File: config.mk
export PLATFORM = sky130hd
export DESIGN_NAME = seq_frame_tx_flat
export DESIGN_NICKNAME = d
export VERILOG_FILES = /design/src/rtl/seq_frame_tx_if.sv /design/src/rtl/seq_frame_tx.sv /design/src/flat_wrapper.sv
export SDC_FILE = /design/constraint.sdc
export NUM_CORES = 1
export LEC_CHECK = 0
export ABC_CLOCK_PERIOD_IN_PS = 2200
export BUFFER_PORTS_ARGS = -buffer_cell sky130_fd_sc_hd__buf_2
export CORE_MARGIN = 4
export CORE_UTILIZATION = 37
export DETAILED_ROUTE_END_ITERATION = 10
export GPL_TIMING_DRIVEN = 0
export PLACE_DENSITY_LB_ADDON = 0.05
export REMOVE_ABC_BUFFERS = 1
export SETUP_SLACK_MARGIN = 0.15
export SLEW_MARGIN = 30
export SYNTH_ARGS = -nofsm -noshare
export SYNTH_HDL_FRONTEND = slang
export SYNTH_SLANG_ARGS = --single-unit
File: constraint.sdc
create_clock -name clk -period 2.2 [get_ports clk]
set_input_delay 0.22 -clock clk [delete_from_list [all_inputs] [get_ports clk]]
set_output_delay 0.22 -clock clk [all_outputs]
set_load 0.05 [all_outputs]
File: src/rtl/seq_frame_tx_if.sv
// Parallel word handshake into the serial frame transmitter.
interface seq_frame_tx_if #(
  parameter int DATA_W = 8
);
  logic              in_valid;
  logic [DATA_W-1:0] in_data;
  logic              in_ready;

  modport master (output in_valid, output in_data, input in_ready);
  modport slave  (input in_valid, input in_data, output in_ready);
endinterface

File: src/rtl/seq_frame_tx.sv
// Serial frame transmitter: preamble then MSB-first payload, with a stuff 0
// inserted after any data bit that leaves the last three line bits at 010, so
// a downstream 0101 detector fires only on the preamble. Line idles at 1.
module seq_frame_tx #(
  parameter int         DATA_W       = 8,
  parameter int         CLKS_PER_BIT = 1,
  parameter logic [3:0] PREAMBLE     = 4'b0101
) (
  input  logic           clk,
  input  logic           rst,
  seq_frame_tx_if.slave  s_if,
  output logic           out,
  output logic           out_en,
  output logic           busy,
  output logic           frame_done
);

  localparam int CLK_W   = (CLKS_PER_BIT > 1) ? $clog2(CLKS_PER_BIT) : 1;
  localparam int IDX_MAX = (DATA_W > 4) ? DATA_W : 4;
  localparam int IDX_W   = $clog2(IDX_MAX);

  localparam logic [CLK_W-1:0] CLK_LAST = CLK_W'(CLKS_PER_BIT - 1);
  localparam logic [IDX_W-1:0] PRE_MSB  = IDX_W'(3);
  localparam logic [IDX_W-1:0] DATA_MSB = IDX_W'(DATA_W - 1);

  typedef enum logic [1:0] {IDLE, PRE, DATA, STUFF} state_e;

  state_e            state_q, state_d;
  logic [DATA_W-1:0] data_q, data_d;          // payload, shifted out from the MSB
  logic [IDX_W-1:0]  idx_q, idx_d;            // preamble index / data bits still to send
  logic [CLK_W-1:0]  clk_cnt_q, clk_cnt_d;    // cycles elapsed in the current bit
  logic [2:0]        hist_q, hist_d;          // last three bits driven on the line
  logic              out_q, out_d;
  logic              out_en_q, out_en_d;
  logic              in_ready_q, in_ready_d;
  logic              frame_done_q, frame_done_d;

  logic              period_end;
  logic [IDX_W-1:0]  idx_dec;
  logic              emit;
  logic              next_bit;
  logic              finish;

  assign period_end = (clk_cnt_q == CLK_LAST);
  assign idx_dec    = idx_q - IDX_W'(1);

  // Next-state logic: bit sequencing, stuffing decision and handshake.
  always_comb begin
    // NOTE: every output of this block gets a default first so no path leaves
    // a variable unassigned, which would infer a latch.
    state_d      = state_q;
    data_d       = data_q;
    idx_d        = idx_q;
    clk_cnt_d    = clk_cnt_q;
    hist_d       = hist_q;
    out_d        = out_q;
    out_en_d     = out_en_q;
    in_ready_d   = in_ready_q;
    frame_done_d = 1'b0;
    emit         = 1'b0;
    next_bit     = 1'b1;
    finish       = 1'b0;

    if (state_q == IDLE) begin
      clk_cnt_d = '0;
      if (s_if.in_valid && in_ready_q) begin
        data_d     = s_if.in_data;
        state_d    = PRE;
        idx_d      = PRE_MSB;
        in_ready_d = 1'b0;
        out_en_d   = 1'b1;
        emit       = 1'b1;
        next_bit   = PREAMBLE[3];
      end
    end else if (!period_end) begin
      clk_cnt_d = clk_cnt_q + CLK_W'(1);
    end else begin
      clk_cnt_d = '0;
      case (state_q)
        PRE: begin
          emit = 1'b1;
          if (idx_q != '0) begin
            idx_d    = idx_dec;
            next_bit = PREAMBLE[idx_dec[1:0]];
          end else begin
            // Preamble bits never trigger stuffing; go straight to the payload.
            state_d  = DATA;
            idx_d    = DATA_MSB;
            next_bit = data_q[DATA_W-1];
            data_d   = data_q << 1;
          end
        end
        DATA: begin
          if (hist_q == 3'b010) begin
            state_d  = STUFF;
            emit     = 1'b1;
            next_bit = 1'b0;
          end else if (idx_q != '0) begin
            idx_d    = idx_dec;
            emit     = 1'b1;
            next_bit = data_q[DATA_W-1];
            data_d   = data_q << 1;
          end else begin
            finish = 1'b1;
          end
        end
        STUFF: begin
          if (idx_q != '0) begin
            state_d  = DATA;
            idx_d    = idx_dec;
            emit     = 1'b1;
            next_bit = data_q[DATA_W-1];
            data_d   = data_q << 1;
          end else begin
            finish = 1'b1;
          end
        end
        default: finish = 1'b1;
      endcase
    end

    if (emit) begin
      out_d  = next_bit;
      hist_d = {hist_q[1:0], next_bit};
    end

    if (finish) begin
      state_d      = IDLE;
      out_d        = 1'b1;
      out_en_d     = 1'b0;
      in_ready_d   = 1'b1;
      frame_done_d = 1'b1;
    end
  end

  // State register; asynchronous reset returns the line to idle immediately.
  always_ff @(posedge clk or negedge rst) begin
    // NOTE: non-blocking assignments here so every flop samples pre-edge values.
    if (!rst) begin
      state_q      <= IDLE;
      data_q       <= '0;
      idx_q        <= '0;
      clk_cnt_q    <= '0;
      hist_q       <= 3'b111;
      out_q        <= 1'b1;
      out_en_q     <= 1'b0;
      in_ready_q   <= 1'b1;
      frame_done_q <= 1'b0;
    end else begin
      state_q      <= state_d;
      data_q       <= data_d;
      idx_q        <= idx_d;
      clk_cnt_q    <= clk_cnt_d;
      hist_q       <= hist_d;
      out_q        <= out_d;
      out_en_q     <= out_en_d;
      in_ready_q   <= in_ready_d;
      frame_done_q <= frame_done_d;
    end
  end

  assign s_if.in_ready = in_ready_q;
  assign out           = out_q;
  assign out_en        = out_en_q;
  assign busy          = ~in_ready_q;
  assign frame_done    = frame_done_q;

endmodule

File: src/flat_wrapper.sv
// flat-port wrapper written by rule: the top's interface ports become plain ports
module seq_frame_tx_flat 
#(
  parameter int         DATA_W       = 8,
  parameter int         CLKS_PER_BIT = 1,
  parameter logic [3:0] PREAMBLE     = 4'b0101
)
  (clk, rst, out, out_en, busy, frame_done, s_if_in_valid, s_if_in_data, s_if_in_ready);
  seq_frame_tx_if #(.DATA_W(DATA_W)) s_if_i ();
  input  logic clk;
  input  logic rst;
  output logic out;
  output logic out_en;
  output logic busy;
  output logic frame_done;
  input wire logic [$bits(s_if_i.in_valid)-1:0] s_if_in_valid;
  input wire logic [$bits(s_if_i.in_data)-1:0] s_if_in_data;
  output wire logic [$bits(s_if_i.in_ready)-1:0] s_if_in_ready;
  assign s_if_i.in_valid = s_if_in_valid;
  assign s_if_i.in_data = s_if_in_data;
  assign s_if_in_ready = s_if_i.in_ready;
  seq_frame_tx #(.DATA_W(DATA_W), .CLKS_PER_BIT(CLKS_PER_BIT), .PREAMBLE(PREAMBLE)) u_core (.clk(clk), .rst(rst), .s_if(s_if_i), .out(out), .out_en(out_en), .busy(busy), .frame_done(frame_done));
endmodule
# Word-level counts from Yosys, hierarchy flattened
# Cells that the tools add are included.
# op_classes
n_addsub	2
n_lt_le_gt_ge	1
n_eq_ne	13
muxes	53
n_bitwise	1
reduce_logical	12
# op_table
op	count
$mux 8	6
$mux 1	27
$pmux 8 s3	1
$mux 3	6
$mux 2	7
$ne 3x2->1 const B	3
$pmux 1 s3	3
$pmux 3 s3	1
$ne 4x1->1 const B	2
$pmux 2 s3	1
$reduce_and 6->1	1
$reduce_bool 2->1	3
$reduce_and 5->1	1
$reduce_bool 5->1	1
$eq 2x2->1 const B	2
$ne 2x2->1 const B	2
$ne 4x2->1 const B	1
$reduce_and 4->1	1
$reduce_bool 4->1	1
$eq 3x2->1 const B	1
$lt 2x3->1 const B	1
$ne 3x3->1 const B	1
$reduce_bool 3->1	1
$sub 3x1->3 const B	1
other kinds (7)	7
# totals
ff_bits	21
inputBits	11
output_inout_bits	5

# Longest topological paths before layout
# logic_depth
word_depth	9
mapped_depth	7
depth_no_buf	7

# Least setup slack after synthesis
# Ideal clock, no wire load.
# synth_path
path_type	reg2reg
start	register u_core.state_q[1]
end	register u_core.data_q[5]
t_arrival_ns	1.808
required_ns	2.072
slack_ns	0.265
path_stages_with_launch	7
path_cell_list	dfrtp_1 -> inv_1 -> ha_1 -> buf_2 -> buf_1 -> mux2_2 -> mux2_1
# synth_via
elab_chain_cells	4
elab_cells_between_ends	13
# synth_lines
item	line_no	text
start, declared	seq_frame_tx.sv:28	state_e state_q, state_d;
start signal, assigned	seq_frame_tx.sv:150	state_q <= state_d;
$eq 2x2->1 / $eq 2x1->1 (equally long branches)	seq_frame_tx.sv:79	case (state_q)
$pmux 8 s3	seq_frame_tx.sv:79	
$mux 8	seq_frame_tx.sv:75	end else if (!period_end) begin
$mux 8	seq_frame_tx.sv:64	if (state_q == IDLE) begin
end signal, assigned	seq_frame_tx.sv:151	data_q <= data_d;
end, declared	seq_frame_tx.sv:29	logic [DATA_W-1:0] data_q, data_d;
# Several ways; a longest one is shown, not always the timed one. The select of a mux whose other input is x is not followed.
# A chain may end at the register's enable or synchronous reset.

# Final worst setup path
# layout_path
start	register u_core.state_q[0]
end	register u_core.data_q[4]
# Same word-level chain as after synthesis.

==> results.yml <==
run_status:
  status: "finished clean"
yosys:
  synth_edf_count: 0
  syn_inst: 102
  seq_area_frac_synth_pct: 44.46
  async_flop_share_pct: 100.0
  avgSynthCellArea_um2: 11.17
  synth_warnings: 0
  synthFlopType: "dfrtp_1"
  synthesis.area_um2: 1140
  synth-seq-cells: 20
  synth_cell_types: 36
timing:
  rsz0062_at_grt: "no"
  fin_worst_skew_ns: 0.01224
  finalCritPeriodShare_pct: 88.35
  fmax_ghz: 0.5145
  finalSetupViolCount: 0
  final.setup.worst_slack_ns: 0.2564
  max_slew.worst_pin.slew_ns: 0.4441
  post-route-min-period_ns: 1.944
  max_slew_margin_pct: 70.39
  whs_ns: 0.1575
  hold_viol: 0
  final_max_slew_viol_count: 0
worst_hold_path:
  min_path_type: "input pin to flop"
  holdCritStartpoint: "s_if_in_data[0]"
clocking:
  clkTransAtPathRegs_ns: 0.13
  clock-sinks: 20
  cts-buffers-inserted: 3
  tritoncts: "done"
  cts_buffer_depth: 2
  clk_latency_ns: 0.31
  h-tree-depth: 1
  clockRootBuffer: "clkbuf_4"
global_routing:
  grt_overflow: 0
  antenna_found_initial: 0
  grt_pass1_wl_um: 3939
  grt_use_total_pct: 12.28
  grt_pass1_vias: 859
  grt_max_degree: 21
critical_path:
  crit_path_top_delay_cell: "dfrtp_1"
  reg2reg_from: "u_core.state_q[0]"
  cp_num_buf_inv: 1
  crit_family: "multiplexers"
  crit_path_start: "u_core.state_q[0]"
  startpoint_type: "flop"
  path_class: "flop to flop"
  cp.required_ns: 2.39
  worst_setup_path_end_kind: "flop"
  arrival_ns: 2.14
  slowest_delay_ns: 0.41
  timing.critical_path.fanout_max: 7
  crit_chain: "inv_2 > ha_2 > or2_4 > mux2i_2 > a21oi_2 > nor2_4 > mux2_1"
place:
  io_buffers: 15
  gp_congestion: 0.7425
  place_ws_ns: -0.4571
  hpwl_um: 1625
route:
  first_iter_violations: 18
  wl_per_cell_um: 14.52
  wirelength_um: 2221
  dr.pass1.iters: 3
  post_drt_via_cell_ratio: 5.425
  drc_errors: 0
  vias: 830
  antenna_left: 0
layout:
  mostFrequentLayoutCells: "buf_2, dfrtp_1, mux2_1, inv_1, mux2_2"
  antenna_cells: 0
  fillCellCount: 280
  utilization_pct: 47.85
  nNetsFinal: 140
  area_growth_pct: 19.76
  drive_above_1_share_pct: 40.16
power_and_ir_drop:
  power-per-cell-area_nw_per_um2: 1717
  vdd_drop_max_mv: 0.9541
  power_leakage_nw: 0.6411
floorplan:
  dieHeight_um: 63.51
  start_util_pct: 39.96
  ios: 16
  coreArea_um2: 2853
  rows: 19
  die_area_um2: 4033
  die_w_um: 63.51
job:
  cap_viol_max_count: 0
state kept, by name, indices dropped and copies added (netlist names):
| name | count |
|---|---|
| u_core.data_q | 8 |
| u_core.frame_done | 1 |
| u_core.hist_q | 3 |
| u_core.idx_q | 3 |
| u_core.out | 1 |
| u_core.out_en | 1 |
| u_core.s_if.in_ready | 1 |
| u_core.state_q | 2 |
cells in the mapped netlist, types with 2 or more instances:
cell,count,area share [%]
mux2i_1,3,2.6
nand2b_1,2,1.1
o21ai_0,6,2.6
a21o_1,2,1.3
ha_1,6,6.6
mux2_1,9,8.9
dfrtp_1,15,33
mux2_2,7,6.9
nor2_1,6,2.0
dfstp_2,5,12
inv_1,9,3.0
a21oi_1,6,2.6
nand3_1,2,0.88
a211oi_1,2,1.3
where the power goes:
part	total (W)	leakage, nW	switching, W	internal, W
Combinational	0.00135	0.375	0.000744	0.000607
Sequential	0.000688	0.238	0.000119	0.000569
Clock	0.000306	0.0279	0.000122	0.000184
final timing paths:
| path | to | slack [ns] | cells after the start |
|---|---|---|---|
| hold reg to reg | u_core.data_q[6] | 0.49 | 1 |
| hold / removal | u_core.data_q[0] | 0.16 | 3 |
| max in group asynchronous | u_core.out | 1.48 | 2 |
| setup reg to reg | u_core.data_q[4] | 0.26 | 7 |
| min in group asynchronous | u_core.state_q[1] | 0.36 | 2 |
| setup / recovery | u_core.data_q[4] | 0.26 | 7 |
tightest hold or removal path: cells and delay by family:
kind / cells / cell delay [ns]
AOI/OAI and AO/OA: 1 / 0.07
buffers and inverters: 2 / 0.13
layout make-up:
class                   instances  area [um2]  share of cell area [%]
multi-input cells              71       633.1                   46.38
repair buffers                 18       100.1                   7.333
clock inverters                 1       30.03                   2.200
clock buffers                   3       22.52                   1.650
well taps                      31       38.79                   2.841
flip-flops and latches         20       506.7                   37.12
inverters                       9       33.78                   2.475
metal layers:
metal | track usage (%) | wire (um)
met1 | 15.21 | 997
met2 | 20.99 | 1137
met3 | 3.730 | 66
met4 | 2.426 | 20
met5 | 0 | 0
cell families after synthesis:
| kind of cell | share of synthesized area, % |
|---|---|
| compound gates | 16.47 |
| flops | 44.46 |
| mux | 18.44 |
| simple gates | 10.32 |
| buf+inv | 3.731 |
| fa+ha+maj | 6.586 |
stage by stage:
| step | std cells | area [um2] | TNS [ns] | total power (W) |
|---|---|---|---|---|
| after floorplan | 100 | 1131 | 0 | 0.001689 |
| after global placement | 146 | 1245 | -3.926 | 0.001918 |
| after detailed placement | 146 | 1245 | -4.398 | 0.001950 |
| after CTS | 153 | 1355 | 0 | 0.002362 |
| after global routing | 153 | 1365 | 0 | 0.002555 |
| final | 153 | 1365 | 0 | 0.002344 |
timing repair:
item	CTS	global route
pin swaps	1	1
endpoints found under the hold margin	15	0
endpoints found under the setup margin	15	12
resized for setup	7	4
setup buffers	2	0
hold buffers	1	0
(Power assumes the default switching activity.)
